## config.mk

```make
export PLATFORM = sky130hd
export DESIGN_NAME = detection_collector_flat
export DESIGN_NICKNAME = d
export VERILOG_FILES = /design/src/rtl/detection_collector_if.sv /design/src/rtl/detection_collector.sv /design/src/flat_wrapper.sv
export SDC_FILE = /design/constraint.sdc
export NUM_CORES = 2
export LEC_CHECK = 0
export CORE_MARGIN = 2
export CORE_UTILIZATION = 25
export CTS_BUF_LIST = sky130_fd_sc_hd__clkbuf_8
export DETAILED_ROUTE_END_ITERATION = 8
export GPL_TIMING_DRIVEN = 0
export PLACE_DENSITY = 0.47
export SLEW_MARGIN = 20
export SYNTH_ARGS = -nofsm -noshare
export SYNTH_HDL_FRONTEND = slang
export SYNTH_SLANG_ARGS = --single-unit
```

## constraint.sdc

```tcl
create_clock -name clk -period 11 [get_ports clk]
set_clock_uncertainty 0.15 [all_clocks]
set_input_delay 1.65 -clock clk [delete_from_list [all_inputs] [get_ports clk]]
set_output_delay 1.65 -clock clk [all_outputs]
set_load 0.02 [all_outputs]
```

## src/rtl/detection_collector_if.sv

```systemverilog
// Signal bundle between the face-detector result outputs, the detection
// collector and the host readout stream.
interface detection_collector_if #(
    parameter int COORD_WIDTH = 8,
    parameter int MAX_DET     = 8
);
    localparam int CNT_W = $clog2(MAX_DET + 1);

    logic                   start;
    logic                   det_valid;
    logic [COORD_WIDTH-1:0] det_x;
    logic [COORD_WIDTH-1:0] det_y;
    logic [COORD_WIDTH-1:0] det_scale;
    logic                   frame_done;
    logic                   out_valid;
    logic                   out_ready;
    logic [COORD_WIDTH-1:0] out_x;
    logic [COORD_WIDTH-1:0] out_y;
    logic [COORD_WIDTH-1:0] out_scale;
    logic [7:0]             out_hits;
    logic                   out_last;
    logic [CNT_W-1:0]       num_dets;
    logic                   overflow;
    logic                   busy;
    logic                   collect_done;

    modport master (
        output start, det_valid, det_x, det_y, det_scale, frame_done, out_ready,
        input  out_valid, out_x, out_y, out_scale, out_hits, out_last,
               num_dets, overflow, busy, collect_done
    );

    modport slave (
        input  start, det_valid, det_x, det_y, det_scale, frame_done, out_ready,
        output out_valid, out_x, out_y, out_scale, out_hits, out_last,
               num_dets, overflow, busy, collect_done
    );
endinterface

```

## src/rtl/detection_collector.sv

```systemverilog
// Collects one frame of face detections, merges same-scale near-duplicates
// into hit-counted entries, then drains the merged list over valid/ready.
module detection_collector #(
    parameter int MAX_DET     = 8,
    parameter int MERGE_DIST  = 4,
    parameter int COORD_WIDTH = 8
) (
    input  logic                 clk,
    input  logic                 rst,
    detection_collector_if.slave bus
);
    localparam int CNT_W  = $clog2(MAX_DET + 1);
    localparam int IDX_W  = (MAX_DET > 1) ? $clog2(MAX_DET) : 1;
    localparam int DIFF_W = COORD_WIDTH + 1;

    localparam logic [1:0] S_IDLE    = 2'd0;
    localparam logic [1:0] S_COLLECT = 2'd1;
    localparam logic [1:0] S_DRAIN   = 2'd2;

    logic [1:0]             r_state;
    logic [COORD_WIDTH-1:0] r_x     [MAX_DET];
    logic [COORD_WIDTH-1:0] r_y     [MAX_DET];
    logic [COORD_WIDTH-1:0] r_s     [MAX_DET];
    logic [7:0]             r_hits  [MAX_DET];
    logic [CNT_W-1:0]       r_num;
    logic [CNT_W-1:0]       r_idx;
    logic                   r_over;
    logic                   r_out_valid;
    logic                   r_out_last;
    logic [COORD_WIDTH-1:0] r_out_x;
    logic [COORD_WIDTH-1:0] r_out_y;
    logic [COORD_WIDTH-1:0] r_out_s;
    logic [7:0]             r_out_hits;
    logic                   r_collect_done;

    logic [DIFF_W-1:0]      w_dx [MAX_DET];
    logic [DIFF_W-1:0]      w_dy [MAX_DET];
    logic [MAX_DET-1:0]     w_match;
    logic                   w_hit;
    logic [IDX_W-1:0]       w_hit_idx;
    logic                   w_full;

    // Parallel compare of the incoming detection against every stored entry;
    // entries are registers, so the previous cycle's write is already visible.
    // NOTE: every output of this block gets a default first so no latch is inferred.
    always_comb begin
        w_match   = '0;
        w_hit     = 1'b0;
        w_hit_idx = '0;
        for (int i = 0; i < MAX_DET; i++) begin
            w_dx[i] = (bus.det_x >= r_x[i]) ? DIFF_W'(bus.det_x) - DIFF_W'(r_x[i])
                                            : DIFF_W'(r_x[i]) - DIFF_W'(bus.det_x);
            w_dy[i] = (bus.det_y >= r_y[i]) ? DIFF_W'(bus.det_y) - DIFF_W'(r_y[i])
                                            : DIFF_W'(r_y[i]) - DIFF_W'(bus.det_y);
            w_match[i] = (CNT_W'(i) < r_num) && (bus.det_scale == r_s[i]) &&
                         (w_dx[i] <= DIFF_W'(MERGE_DIST)) && (w_dy[i] <= DIFF_W'(MERGE_DIST));
        end
        for (int i = MAX_DET - 1; i >= 0; i--) begin
            if (w_match[i]) begin
                w_hit     = 1'b1;
                w_hit_idx = IDX_W'(i);
            end
        end
    end

    assign w_full = (r_num == CNT_W'(MAX_DET));

    // NOTE: sequential state uses non-blocking assignments only, so every read
    // in this block sees the pre-edge value.
    always_ff @(posedge clk or posedge rst) begin
        if (rst) begin
            r_state        <= S_IDLE;
            // NOTE: the entry buffer is a handful of flops, so it is reset
            // along with the control state rather than left undefined.
            for (int i = 0; i < MAX_DET; i++) begin
                r_x[i]    <= '0;
                r_y[i]    <= '0;
                r_s[i]    <= '0;
                r_hits[i] <= '0;
            end
            r_num          <= '0;
            r_idx          <= '0;
            r_over         <= 1'b0;
            r_out_valid    <= 1'b0;
            r_out_last     <= 1'b0;
            r_out_x        <= '0;
            r_out_y        <= '0;
            r_out_s        <= '0;
            r_out_hits     <= '0;
            r_collect_done <= 1'b0;
        end else begin
            r_collect_done <= 1'b0;
            if (bus.start) begin
                r_state     <= S_COLLECT;
                r_num       <= '0;
                r_idx       <= '0;
                r_over      <= 1'b0;
                r_out_valid <= 1'b0;
                r_out_last  <= 1'b0;
            end else begin
                case (r_state)
                    S_COLLECT: begin
                        if (bus.det_valid) begin
                            if (w_hit) begin
                                if (r_hits[w_hit_idx] != 8'hFF)
                                    r_hits[w_hit_idx] <= r_hits[w_hit_idx] + 8'd1;
                            end else if (!w_full) begin
                                r_x[IDX_W'(r_num)]    <= bus.det_x;
                                r_y[IDX_W'(r_num)]    <= bus.det_y;
                                r_s[IDX_W'(r_num)]    <= bus.det_scale;
                                r_hits[IDX_W'(r_num)] <= 8'd1;
                                r_num                 <= r_num + 1'b1;
                            end else begin
                                r_over <= 1'b1;
                            end
                        end
                        if (bus.frame_done) begin
                            r_state <= S_DRAIN;
                            r_idx   <= '0;
                        end
                    end
                    S_DRAIN: begin
                        // Output register refills whenever it is empty or being consumed.
                        if (!r_out_valid || bus.out_ready) begin
                            if (r_out_valid && r_out_last) begin
                                r_out_valid    <= 1'b0;
                                r_out_last     <= 1'b0;
                                r_collect_done <= 1'b1;
                                r_state        <= S_IDLE;
                            end else if (r_idx < r_num) begin
                                r_out_valid <= 1'b1;
                                r_out_last  <= (r_idx == r_num - 1'b1);
                                r_out_x     <= r_x[IDX_W'(r_idx)];
                                r_out_y     <= r_y[IDX_W'(r_idx)];
                                r_out_s     <= r_s[IDX_W'(r_idx)];
                                r_out_hits  <= r_hits[IDX_W'(r_idx)];
                                r_idx       <= r_idx + 1'b1;
                            end else begin
                                r_out_valid    <= 1'b0;
                                r_collect_done <= 1'b1;
                                r_state        <= S_IDLE;
                            end
                        end
                    end
                    S_IDLE:  r_state <= S_IDLE;
                    default: r_state <= S_IDLE;
                endcase
            end
        end
    end

    assign bus.out_valid    = r_out_valid;
    assign bus.out_last     = r_out_last;
    assign bus.out_x        = r_out_x;
    assign bus.out_y        = r_out_y;
    assign bus.out_scale    = r_out_s;
    assign bus.out_hits     = r_out_hits;
    assign bus.num_dets     = r_num;
    assign bus.overflow     = r_over;
    assign bus.busy         = (r_state != S_IDLE);
    assign bus.collect_done = r_collect_done;

endmodule

```

## src/flat_wrapper.sv

```systemverilog
// flat-port wrapper written by rule: the top's interface ports become plain ports
module detection_collector_flat 
#(
    parameter int MAX_DET     = 8,
    parameter int MERGE_DIST  = 4,
    parameter int COORD_WIDTH = 8
)
  (clk, rst, bus_start, bus_det_valid, bus_det_x, bus_det_y, bus_det_scale, bus_frame_done, bus_out_ready, bus_out_valid, bus_out_x, bus_out_y, bus_out_scale, bus_out_hits, bus_out_last, bus_num_dets, bus_overflow, bus_busy, bus_collect_done);
  detection_collector_if #(.COORD_WIDTH(COORD_WIDTH), .MAX_DET(MAX_DET)) bus_i ();
  input  logic clk;
  input  logic rst;
  input wire logic [$bits(bus_i.start)-1:0] bus_start;
  input wire logic [$bits(bus_i.det_valid)-1:0] bus_det_valid;
  input wire logic [$bits(bus_i.det_x)-1:0] bus_det_x;
  input wire logic [$bits(bus_i.det_y)-1:0] bus_det_y;
  input wire logic [$bits(bus_i.det_scale)-1:0] bus_det_scale;
  input wire logic [$bits(bus_i.frame_done)-1:0] bus_frame_done;
  input wire logic [$bits(bus_i.out_ready)-1:0] bus_out_ready;
  output wire logic [$bits(bus_i.out_valid)-1:0] bus_out_valid;
  output wire logic [$bits(bus_i.out_x)-1:0] bus_out_x;
  output wire logic [$bits(bus_i.out_y)-1:0] bus_out_y;
  output wire logic [$bits(bus_i.out_scale)-1:0] bus_out_scale;
  output wire logic [$bits(bus_i.out_hits)-1:0] bus_out_hits;
  output wire logic [$bits(bus_i.out_last)-1:0] bus_out_last;
  output wire logic [$bits(bus_i.num_dets)-1:0] bus_num_dets;
  output wire logic [$bits(bus_i.overflow)-1:0] bus_overflow;
  output wire logic [$bits(bus_i.busy)-1:0] bus_busy;
  output wire logic [$bits(bus_i.collect_done)-1:0] bus_collect_done;
  assign bus_i.start = bus_start;
  assign bus_i.det_valid = bus_det_valid;
  assign bus_i.det_x = bus_det_x;
  assign bus_i.det_y = bus_det_y;
  assign bus_i.det_scale = bus_det_scale;
  assign bus_i.frame_done = bus_frame_done;
  assign bus_i.out_ready = bus_out_ready;
  assign bus_out_valid = bus_i.out_valid;
  assign bus_out_x = bus_i.out_x;
  assign bus_out_y = bus_i.out_y;
  assign bus_out_scale = bus_i.out_scale;
  assign bus_out_hits = bus_i.out_hits;
  assign bus_out_last = bus_i.out_last;
  assign bus_num_dets = bus_i.num_dets;
  assign bus_overflow = bus_i.overflow;
  assign bus_busy = bus_i.busy;
  assign bus_collect_done = bus_i.collect_done;
  detection_collector #(.MAX_DET(MAX_DET), .MERGE_DIST(MERGE_DIST), .COORD_WIDTH(COORD_WIDTH)) u_core (.clk(clk), .rst(rst), .bus(bus_i));
endmodule
```

==> flow_summary.json <==
{
  "p_leak_nw": 13.4,
  "cp-end-kind": "register",
  "cts_tree": "done",
  "synth_edf_count": 0,
  "synth_area_leaders": "dfrtp_1 27%, ha_1 12%, mux4_2 5.2%",
  "cts_hold_buf": 0,
  "critPathLaunchType": "primary input",
  "final.period_utilization": 0.912,
  "dieWidth_um": 337,
  "clockBufferDepth": 3,
  "synth_nets": 3459,
  "viasPerCell": 5.31,
  "wl_per_cell_um": 22.7,
  "fp.dieH_um": 337,
  "p_per_area_nw_per_um2": 170,
  "clk_latency_ps": 740,
  "post_cts_resized": 0,
  "grt_pass1_wl_mm": 162,
  "p_total_mw": 5.38,
  "synth_seq_cells": 302,
  "drv_slew": 0,
  "grt_max_degree": 90,
  "finalSetupViolations": 0,
  "hold_class": "register to register",
  "synth_seq_area_share": 0.273,
  "synth_cell_type_count": 112,
  "yosysTopAreaCell": "dfrtp_1",
  "area_delta_synth_final_pct": 14.0,
  "synth_top_flop_cell": "dfrtp_1",
  "syn_inst": 3163,
  "die-area_um2": 113000,
  "clock_sinks": 302,
  "initial_core_util": 0.251,
  "layout.nets": 3587,
  "status": "complete, no violations",
  "fin_crit_ps": 10030,
  "placed_cell_area_um2": 30300,
  "pin_count": 71,
  "synth_top_area_share": 0.273,
  "synthTopCellsByCount": "302 x dfrtp_1, 270 x nand2_1, 266 x ha_1, 236 x o21ai_0, 221 x inv_1",
  "initialDrtViolationCount": 2085,
  "ir_drop_uv": 92.7,
  "htreeDepth": 2,
  "clockRootBuffer": "clkbuf_8",
  "drc_errors": 0,
  "port_buffers": 61,
  "grt_setup_unrepaired": "no",
  "dp_hpwl_mm": 83.9,
  "crit_type": "primary input to register",
  "core-area_um2": 110000,
  "drive_gt1_frac": 0.104,
  "drtPass1Iterations": 6,
  "slew_headroom": 0.259,
  "antenna_found_initial": 5,
  "rows": 122,
  "fmax_mhz": 99.7,
  "wl_mm": 109,
  "hold_viol": 0,
  "grt_usage": 0.189,
  "drv_cap": 0,
  "grt_overflow": 0,
  "postRouteAntennaNets": 0,
  "worstPathArrival_ps": 10490,
  "clk_pin_slew_ps": 60,
  "yosys_warnings": 0,
  "synth.most_common_cell": "dfrtp_1",
  "synth_area_per_cell_um2": 8.76,
  "synth_area_um2": 27700,
  "post-cts-setup-buffers": 0,
  "cts_made_buffers": 61,
  "worst_pin_slew_ps": 1110,
  "async_flop_share": 1.00,
  "routed-via-count": 25621,
  "postLayoutCellArea_um2": 31600,
  "holdWs_ps": 351,
  "critPathMaxFanout": 14,
  "gp_congestion": 0.905,
  "cp.required_ps": 11460,
  "grt_pass1_vias": 24619
}
[metrics by stage]
stage	setup WS (ps)	setup TNS, ps	util	instances
detailed placement	133	0	0.275	4716
global route	589	0	0.287	4827
finish	971	0	0.287	4828
CTS	936	0	0.286	4826
global placement	-4240	-1285200	0.274	4712
floorplan	854	0	-	3163
[placed cells by master, fill, tap and decap left out, types with 73 or more instances in the layout]
cell      instances
dfrtp_1         302
nand2_1         270
ha_1            266
inv_1           238
o21ai_0         236
a21oi_1         211
nor2_1          167
clkbuf_1        105
mux2i_1          87
clkbuf_8         78
mux2_2           73
[final cells by class]
| cell class | count | area (um^2) |
|---|---|---|
| Antenna cell | 2 | 5.00 |
| Buffer | 156 | 661 |
| Clock buffer | 78 | 1070 |
| Clock inverter | 32 | 205 |
| Multi-Input combinational cell | 2483 | 18700 |
| Tap cell | 1488 | 1860 |
| Timing Repair Buffer | 65 | 701 |
| Fill cell | 11918 | 78600 |
| Sequential cell | 302 | 7560 |
| Inverter | 222 | 841 |
[final timing paths]
path	from	slack [ps]	end	depth (start not counted)
worst max-delay path	bus_det_x[7]	970	u_core.r_hits[41]	19
worst min-delay path	u_core.r_hits[24]	350	u_core.r_hits[24]	1
worst max register to register	u_core.r_x[10]	3500	u_core.r_hits[41]	23
worst min register to register	u_core.r_hits[24]	350	u_core.r_hits[24]	1
max in group asynchronous	rst	8190	u_core.r_x[12]	4
min in group asynchronous	rst	1150	u_core.bus.out_y[6]	2
[kinds of logic after synthesis]
| logic type | count (synthesis) | synth area share |
|---|---|---|
| simple gates | 962 | 0.184 |
| compound gates | 920 | 0.221 |
| buf+inv | 378 | 0.0536 |
| flops | 302 | 0.273 |
| fa+ha+maj | 266 | 0.120 |
| mux | 225 | 0.114 |
| xor+xnor | 110 | 0.0348 |
[state kept, by name, summed over array words and instances, names as in the netlist, 8 cells and up]
name	cells
u_core.bus.out_y	8
u_core.bus.out_scale	8
u_core.bus.out_x	8
u_core.r_hits	64
u_core.r_s	64
u_core.bus.out_hits	8
u_core.r_y	64
u_core.r_x	64
[worst max-delay path: stages]
cell and delay, ps:
clkdlybuf4s50_1 1170, inv_1 720, ha_1 510, clkbuf_1 260, or3_1 350, nand4_1 140, nor4_1 680, nand2_1 140
nor4bb_1 360, nand4_1 130, nor4_1 790, a32oi_1 350, nor3_2 770, nand2_1 550, o211ai_1 470, nor3_2 120
a21boi_2 440, nand2_1 470, a22o_1 370
[layer usage]
layer | up-vias | track usage | routed length, um
li1 | 11963 | - | -
met5 | - | 0 | 13
met1 | 12800 | 0.255 | 49800
met2 | 699 | 0.313 | 51100
met3 | 157 | 0.0231 | 5200
met4 | 2 | 0.0573 | 3370
[power breakdown]
| part | internal [mW] | switching, mW |
|---|---|---|
| clock network | 0.665 | 0.579 |
| registers | 1.32 | 0.243 |
| logic | 1.03 | 1.54 |
| total | 3.02 | 2.36 |
Power figures use the tool's default switching activity.
